**src/rtl/rx_fifo36_to_gpif16.sv**
```systemverilog
// rx_fifo36_to_gpif16: 36-bit RX packet stream to 16-bit GPIF bulk buffers.
// Each 32-bit payload word is split into halfwords. Any buffer left partly
// filled at packet end is padded up to the next BUF_WORDS boundary.
//
// Ports:
//   clk, reset_n (async, active-low), clear (sync flush)
//   in_data[35:0]  : [31:0] payload, [32] SOF, [33] EOF, [35:34] occupancy
//   in_src_rdy/in_dst_rdy   : input valid/ready handshake
//   out_data[15:0], out_eob : host halfword, last word of a buffer
//   out_src_rdy/out_dst_rdy : output valid/ready handshake
//   pad_count, pkt_count    : saturating statistics counters, present only
//                             when RX_GPIF_PAD_STATS_EN is defined
module rx_fifo36_to_gpif16 #(
    parameter int          BUF_WORDS = 256,
    parameter logic [15:0] PAD_WORD  = 16'h0000
) (
    input  logic        clk,
    input  logic        reset_n,
    input  logic        clear,
    input  logic [35:0] in_data,
    input  logic        in_src_rdy,
    output logic        in_dst_rdy,
    output logic [15:0] out_data,
    output logic        out_eob,
    output logic        out_src_rdy,
    input  logic        out_dst_rdy
`ifdef RX_GPIF_PAD_STATS_EN
    ,
    output logic [31:0] pad_count,
    output logic [31:0] pkt_count
`endif
);

    localparam int            CW       = $clog2(BUF_WORDS);
    localparam logic [CW-1:0] CNT_LAST = CW'(BUF_WORDS - 1);

    typedef enum logic [1:0] {
        ST_LOW,
        ST_HIGH,
        ST_PAD
    } state_t;

    state_t        state;
    state_t        state_nxt;
    logic [35:0]   hold;
    logic          hold_full;
    logic [CW-1:0] word_cnt;

    logic          hold_eof;
    logic          hold_short;
    logic          at_last;
    logic          last_half;
    logic          out_xfer;
    logic          in_xfer;

    // SOF travels through the hold register but is never acted upon.
    logic          hold_sof_unused;
    assign hold_sof_unused = hold[32];

    assign hold_eof   = hold[33];
    // An EOF word with 1 or 2 valid bytes only fills the low halfword.
    assign hold_short = hold_eof &
                        ((hold[35:34] == 2'd1) | (hold[35:34] == 2'd2));
    assign at_last    = (word_cnt == CNT_LAST);

    // The pad check is folded into the transfer cycle: an EOF landing on
    // the final word of a buffer goes straight back to LOW.
    always_comb begin
        state_nxt   = state;
        out_src_rdy = 1'b0;
        out_data    = '0;
        last_half   = 1'b0;
        unique case (state)
            ST_LOW: begin
                out_src_rdy = hold_full;
                if (hold_full) begin
                    out_data = hold[15:0];
                end
                if (hold_full && out_dst_rdy) begin
                    if (hold_short) begin
                        last_half = 1'b1;
                        state_nxt = at_last ? ST_LOW : ST_PAD;
                    end else begin
                        state_nxt = ST_HIGH;
                    end
                end
            end
            ST_HIGH: begin
                out_src_rdy = 1'b1;
                out_data    = hold[31:16];
                if (out_dst_rdy) begin
                    last_half = 1'b1;
                    if (hold_eof) begin
                        state_nxt = at_last ? ST_LOW : ST_PAD;
                    end else begin
                        state_nxt = ST_LOW;
                    end
                end
            end
            ST_PAD: begin
                out_src_rdy = 1'b1;
                out_data    = PAD_WORD;
                if (out_dst_rdy && at_last) begin
                    state_nxt = ST_LOW;
                end
            end
            default: begin
                state_nxt = ST_LOW;
            end
        endcase
    end

    assign out_xfer = out_src_rdy & out_dst_rdy;
    assign out_eob  = out_src_rdy & at_last;

    // Refill the hold register in the same cycle its final half leaves,
    // which sustains one input word every two cycles.
    assign in_dst_rdy = (state != ST_PAD) & (~hold_full | last_half);
    assign in_xfer    = in_src_rdy & in_dst_rdy;

    always_ff @(posedge clk or negedge reset_n) begin
        if (!reset_n) begin
            state     <= ST_LOW;
            hold      <= '0;
            hold_full <= 1'b0;
            word_cnt  <= '0;
        end else if (clear) begin
            state     <= ST_LOW;
            hold      <= '0;
            hold_full <= 1'b0;
            word_cnt  <= '0;
        end else begin
            state <= state_nxt;
            if (out_xfer) begin
                word_cnt <= word_cnt + CW'(1);
            end
            if (in_xfer) begin
                hold      <= in_data;
                hold_full <= 1'b1;
            end else if (last_half) begin
                hold_full <= 1'b0;
            end
        end
    end

`ifdef RX_GPIF_PAD_STATS_EN
    logic pad_xfer;
    logic eof_done;

    assign pad_xfer = out_xfer & (state == ST_PAD);
    assign eof_done = last_half & hold_eof;

    always_ff @(posedge clk or negedge reset_n) begin
        if (!reset_n) begin
            pad_count <= '0;
            pkt_count <= '0;
        end else if (clear) begin
            pad_count <= '0;
            pkt_count <= '0;
        end else begin
            if (pad_xfer && (pad_count != '1)) begin
                pad_count <= pad_count + 32'd1;
            end
            if (eof_done && (pkt_count != '1)) begin
                pkt_count <= pkt_count + 32'd1;
            end
        end
    end
`endif

endmodule

```
**config.mk**
```make
export PLATFORM = sky130hd
export DESIGN_NAME = rx_fifo36_to_gpif16
export DESIGN_NICKNAME = d
export VERILOG_FILES = /design/src/rtl/rx_fifo36_to_gpif16.sv
export SDC_FILE = /design/constraint.sdc
export NUM_CORES = 1
export LEC_CHECK = 0
export BUFFER_PORTS_ARGS = -buffer_cell sky130_fd_sc_hd__buf_2
export CORE_MARGIN = 4
export CORE_UTILIZATION = 30
export CTS_CLUSTER_DIAMETER = 60
export DETAILED_ROUTE_END_ITERATION = 7
export PLACE_DENSITY = 0.49
export RECOVER_POWER = 100
export SETUP_SLACK_MARGIN = 0.4
export SYNTH_ARGS = -nofsm -noshare
export SYNTH_HDL_FRONTEND = slang
export SYNTH_SLANG_ARGS = --single-unit
```
**constraint.sdc**
```tcl
create_clock -name clk -period 2.5 [get_ports clk]
set_clock_uncertainty 0.15 [all_clocks]
set_input_delay 0.25 -clock clk [delete_from_list [all_inputs] [get_ports clk]]
set_output_delay 0.25 -clock clk [all_outputs]
set_load 0.005 [all_outputs]
```
==> results of run 1 <==
-- worst min path at each step --
stage	cells past startpoint	end	slack, ns
floorplan	0	hold[0]$_DFFE_PN0P_	-0.20
global placement	2	hold[11]$_DFFE_PN0P_	0.25
detailed placement	2	hold[11]$_DFFE_PN0P_	0.24
CTS	3	hold[3]$_DFFE_PN0P_	0.1
global route	3	hold[20]$_DFFE_PN0P_	0.11
finish	3	hold[22]$_DFFE_PN0P_	0.10
-- cell type report --
cell class,count,area [sq um]
fill,832,4740
multi-input combinational,184,1310
clock buffer,5,68.8
sequential,46,1150
clock inverter,3,45.0
inverter,6,22.5
tap,102,128
timing repair buffer,75,423
-- cell families (layout without fill, tap and decap cells) --
group                      count (synthesis)  count (layout)
adders and majority gates                  5               5
xor gates and xnor gates                   5               5
buffers and inverters                     30              89
DFF                                       46              46
muxes                                      2               2
and+or+nand+nor                           69              69
AOI/OAI and AO/OA                        100             103
-- state kept, by name, indices dropped and copies added (netlist names) --
register   flops
hold          35
hold_full      1
state          2
word_cnt       8
-- power by group --
part	internal [mW]	total (mW)	switching (mW)
Sequential	0.800	0.840	0.0399
Combinational	0.274	0.627	0.353
Clock	0.298	0.578	0.280
-- cell usage in the layout, fill, tap and decap left out, drive strengths merged, types with 2 or more instances in the layout --
cell and instances:
a21oi 39, a22o 16, and3 4, buf 55, clkbuf 24, clkinvlp 2, dfrtp 46, ha 5
inv 6, nand2 4, nand2b 2, nand4 4, nor2 12, o211a 4, o21ai 38, or3 3
or3b 36, xnor2 2, xor2 3
-- worst reg2reg max path, stage by stage, from the launching register on --
cell and delay, ns:
dfrtp_1 0.42, inv_1 0.12, ha_4 0.20, nand3_4 0.09, o211a_1 0.23, clkbuf_1 0.28
clkbuf_1 0.29, o21ai_0 0.13, a21oi_1 0.15
-- what timing repair did --
action | CTS | global route
endpoints found under the hold margin | 46 | 0
pin swaps | 0 | 16
resized for setup | 11 | 13
setup buffers | 4 | 4
hold buffers | 1 | 0
endpoints found under the setup margin | 53 | 39
cloned | 3 | 1
-- per-stage QoR --
stage | area, sq um | setup WS (ns) | power (mW) | hold slack [ns]
after CTS | 3080 | 0.408 | 2.02 | 0.0977
after floorplan | 2470 | 0.592 | 1.18 | -0.196
final | 3140 | 0.357 | 2.04 | 0.101
after global placement | 2850 | 0.312 | 1.36 | 0.245
after detailed placement | 2850 | 0.292 | 1.37 | 0.237
after global routing | 3140 | 0.199 | 2.17 | 0.106
-- routing by layer --
metal	part of all wire (%)	track usage [%]	up-vias
met5	0	0	-
met4	1.6	5.15	0
met3	4.4	3.04	10
met2	47	22.1	44
met1	47	20.3	1073
li1	-	-	1067
==> results.yml, run 1 <==
synth:
  yosysMostFrequentCell: "dfrtp_1"
  synth.cell_area_sq_mm: 0.00247
  synth_edf_count: 0
  synth_top_flop_cell: "dfrtp_1"
  synth_simple_gate_area_share_pct: 19.4
  avgSynthCellArea_sq_um: 9.62
  syn-num-nets: 303
  synth_xor_area_share_pct: 1.77
  synthArstFlopShare_pct: 100
  synthTopCellsByCount: "46 x dfrtp_1, 39 x a21oi_1, 38 x o21ai_0"
  synthTopCellsByArea: "dfrtp_1 47%, or3b_1 12%, a21oi_1 7.9%"
  yosys.area.top_type_share_pct: 46.6
  synth_compound_area_share_pct: 24.0
  yosysTopAreaCell: "dfrtp_1"
  synthMuxAreaShare_pct: 0.860
  synth_fa_ha_area_share_pct: 2.53
  synth_top_family_by_area: "compound AO/OA/AOI/OAI gates"
  ys_warn_count: 0
  ys_types: 32
  ys_ff_latch: 46
  ys_seq_area_share_pct: 46.6
  syn_inst: 257
worst_setup_path:
  crit_fanout: 8
  critPathRequiredTime_ns: 2.59
  ff2ff_setup_slack_ns: 0.36
  crit_start: "state[0]$_DFFE_PN0P_"
  r2r-end: "hold[30]$_DFFE_PN0P_"
  reg2reg_from: "state[0]$_DFFE_PN0P_"
  critPathTopFamily: "buffers and inverters"
  crit_buf_inv: 3
  cp.depth: 8
  endpoint_kind: "flop"
  arrival_ns: 2.23
  path_common_cell: "clkbuf_1"
  reg2reg_depth: 8
  slowest_stage: "dfrtp_1"
  cp_cell_sequence: "inv_1 -> ha_4 -> nand3_4 -> o211a_1 -> clkbuf_1 -> clkbuf_1 -> o21ai_0 -> a21oi_1"
  critical_path.max_stage_delay_ns: 0.42
  critPathKind: "reg2reg"
  crit_path_end: "hold[30]$_DFFE_PN0P_"
  worstSetupStartpointType: "flop"
timing:
  fmax_ghz: 0.467
  rsz0062_at_grt: "true"
  relSlewSlack_pct: 21.8
  fin_crit_sh_pct: 85.7
  setup_tns_ns: 0
  maxSlewViolCount: 0
  final-setup-viol-count: 0
  finalHoldViolations: 0
  tightest_slew_ns: 1.17
  period_minus_slack_ns: 2.14
clock_network:
  cts_tree: "yes"
  cts.sinks: 46
  clk_latency_ns: 0.31
  htreeDepth: 2
  cts_buffers: 5
  clock_path_buffers: 2
  clk_transition_reported_paths_ns: 0.10
  cts.root.buffer_cell: "clkbuf_8"
place:
  port_buffers: 58
  dp_hpwl_um: 4030
  dpl.cell_count: 400
  gp_congestion: 0.712
global_routing:
  grt_pass1_vias: 2268
  grt_overflow: 0
  antenna_found_initial: 0
  grt_max_degree: 47
  grt_pass1_wl_um: 11500
  grt_use_total_pct: 14.5
floorplan:
  die_w_um: 98.8
  ios: 60
  initial_core_util_pct: 31.3
  die_area_sq_mm: 0.00976
  row_count: 32
  fp.dieH_um: 98.8
  coreArea_sq_mm: 0.00789
final_layout:
  antenna_cells: 0
  stdcell_count: 421
  fin_util_pct: 39.9
  area_delta_synth_final_pct: 27.2
  drive_above_1_share_pct: 26.3
  nets: 364
route:
  routed_wl_um: 6930
  drc: 0
  dr.pass1.iters: 4
  viasPerCell: 5.21
  vias: 2194
  drtAntennaViolNets: 0
  post_drt_wl_per_cell_um: 16.5
  drt_iter0_markers: 84
hold_path:
  hold_start: "in_data[22]"
  hold_class: "in2reg"
pwr:
  power_density_mw_per_mm2: 650
  peakVddDrop_mv: 0.253
  p_leak_nw: 1.39
outcome:
  status: "complete, no violations"
run:
  cap_violations: 0
Note: power is estimated with default switching activity, not from simulation.
==> inputs of run 2 (changes only) <==
--- a/config.mk
+++ b/config.mk
@@ -10,7 +10,7 @@
 export CORE_UTILIZATION = 30
 export CTS_CLUSTER_DIAMETER = 60
 export DETAILED_ROUTE_END_ITERATION = 7
-export PLACE_DENSITY = 0.49
+export PLACE_DENSITY_LB_ADDON = 0.15
 export RECOVER_POWER = 100
 export SETUP_SLACK_MARGIN = 0.4
 export SYNTH_ARGS = -nofsm -noshare
==> constraint.sdc (replaced) <==
create_clock -name clk -period 2.09 [get_ports clk]
set_clock_uncertainty 0.15 [all_clocks]
set_input_delay 0.209 -clock clk [delete_from_list [all_inputs] [get_ports clk]]
set_output_delay 0.209 -clock clk [all_outputs]
set_load 0.005 [all_outputs]
==> results.yml, run 2 (synthesized netlist as in run 1, its figures left out) <==
worst_setup_path:
  r2r-end: "hold[34]$_DFFE_PN0P_"
  reg2reg_depth: 8
  critPathRequiredTime_ns: 2.17
  crit_fanout: 5
  slowest_stage: "dfrtp_1"
  critPathTopFamily: "simple AND/OR/NAND/NOR gates"
  reg2reg_from: "state[1]$_DFFE_PN0P_"
  endpoint_kind: "flop"
  critical_path.max_stage_delay_ns: 0.41
  path_common_cell: "buf_6"
  crit_buf_inv: 3
  arrival_ns: 2.05
  worstSetupStartpointType: "flop"
  ff2ff_setup_slack_ns: 0.12
  critPathKind: "reg2reg"
  cp_cell_sequence: "inv_2 -> ha_4 -> nand3_2 -> o211a_4 -> buf_6 -> buf_6 -> or3b_4 -> a21oi_2"
route:
  dr.pass1.iters: 4
  vias: 2165
  drt_iter0_markers: 92
  drc: 0
  post_drt_wl_per_cell_um: 15.9
  viasPerCell: 5.07
  drtAntennaViolNets: 0
  routed_wl_um: 6770
hold_path:
  hold_class: "in2reg"
  holdPathStages: 3
  hold_end: "hold[3]$_DFFE_PN0P_"
  hold_start: "in_data[3]"
clock_network:
  htreeDepth: 2
  cts_buffers: 5
  clk_latency_ns: 0.30
  cts_tree: "yes"
  clock_path_buffers: 2
  clk_transition_reported_paths_ns: 0.09
  cts.root.buffer_cell: "clkbuf_8"
  cts.sinks: 46
floorplan:
  die_area_sq_mm: 0.00976
  die_w_um: 98.8
  row_count: 32
  initial_core_util_pct: 31.3
  ios: 60
  coreArea_sq_mm: 0.00789
  fp.dieH_um: 98.8
timing:
  relSlewSlack_pct: 53.8
  maxSlewViolCount: 0
  final-setup-viol-count: 0
  finalWorstSetupSlack_ns: 0.117
  fin_hold_ws_ns: 0.0734
  period_minus_slack_ns: 1.97
  setup_tns_ns: 0
  finalHoldViolations: 0
  rsz0062_at_grt: "true"
  tightest_slew_ns: 0.692
  fin_crit_sh_pct: 94.4
  fmax_ghz: 0.507
final_layout:
  antenna_cells: 0
  top_regs: "hold: 35 flops, word_cnt: 8 flops, state: 2 flops"
  final_cell_mix: "47 x buf_2, 45 x dfrtp_1, 37 x a21oi_1"
  layout_commonest_cell: "buf_2"
  nets: 370
  area_delta_synth_final_pct: 32.8
  largest_reg_flops: 35
  drive_above_1_share_pct: 32.3
  fillerInstances: 807
  stdcell_count: 427
  top_register: "hold"
pwr:
  report.power.total_mw: 2.62
  p_sw_share_pct: 32.0
  p_leak_nw: 1.43
  power_density_mw_per_mm2: 797
  p_int_mw: 1.78
  p_sw_mw: 0.838
  peakVddDrop_mv: 0.288
  p_comb_share_pct: 35.7
  seq_power_share_pct: 38.2
  clkPwrFrac_pct: 26.1
global_routing:
  grt_pass1_vias: 2193
  antenna_found_initial: 0
  grt_use_total_pct: 14.1
  grt_pass1_wl_um: 11200
  grt_max_degree: 46
  grt_overflow: 0
place:
  dp_hpwl_um: 4220
  port_buffers: 58
  dpl.cell_count: 404
  pre_cts_ws_ns: 0.112
  gp_congestion: 0.780
outcome:
  status: "complete, no violations"
run:
  cap_violations: 0
[run 2: cell types whose count changed in the layout (fill, tap and decap cells not counted), moves of 3 or more]
cell | previous run | this run
buf_6 | 1 | 5
nor2_1 | 12 | 9
o21ai_0 | 38 | 35
o21ai_1 | 0 | 3
or3b_4 | 0 | 4
[run 2: cell type report]
class                           instances  area (sq um)  share of cell area, %
Tap cell                              102           128                   3.89
Timing Repair Buffer                   84           527                   16.0
Inverter                                6          22.5                  0.686
Clock inverter                          2          37.5                   1.14
Multi-Input combinational cell        181          1350                   41.0
Clock buffer                            6          72.6                   2.21
Sequential cell                        46          1150                   35.1
[run 2: worst max path at each step]
stage,from,to,slack [ns],cells past startpoint
final,state[1]$_DFFE_PN0P_,hold[34]$_DFFE_PN0P_,0.12,8
after global routing,state[1]$_DFFE_PN0P_,hold[4]$_DFFE_PN0P_,0.03,7
after CTS,state[1]$_DFFE_PN0P_,in_dst_rdy,0.12,7
after detailed placement,state[0]$_DFFE_PN0P_,hold[30]$_DFFE_PN0P_,0.11,7
after global placement,state[0]$_DFFE_PN0P_,hold[23]$_DFFE_PN0P_,0.15,7
after floorplan,state[0]$_DFFE_PN0P_,hold[28]$_DFFE_PN0P_,0.27,7
[run 2: timing repair]
action | 4_1_cts | 5_1_grt
resized for setup | 22 | 24
hold buffers | 1 | 0
endpoints found under the hold margin | 22 | 0
pin swaps | 29 | 16
buffers inserted | 12 | 1
endpoints found under the setup margin | 61 | 65
gates cloned | 1 | 0
[run 2: power by group through the flow]
stage / logic (mW) / registers, mW / clock network, mW
3_3_place_gp: 0.684 / 1.02 / 0
5_1_grt: 1.03 / 1.01 / 0.737
2_1_floorplan: 0.471 / 1.01 / 0
4_1_cts: 0.876 / 1.00 / 0.701
3_5_place_dp: 0.687 / 1.02 / 0
6_report: 0.936 / 1.00 / 0.682
[run 2: worst min-delay path, stage by stage]
cell and delay (ns):
buf_2 0.09, or3b_1 0.14, a21oi_1 0.05
[run 2: routing by layer]
metal	wire, um	track usage [%]	part of all wire (%)
met2	3080	21.7	46
met1	3360	20.2	50
met5	0	0	0
met3	248	3.11	3.7
met4	71	3.47	1.0
[run 2: through the flow]
step | area (sq um) | util, %
3_5_place_dp | 2960 | 37.5
5_1_grt | 3280 | 41.6
6_report | 3280 | 41.6
3_3_place_gp | 2960 | 37.5
2_1_floorplan | 2570 | -
4_1_cts | 3270 | 41.5
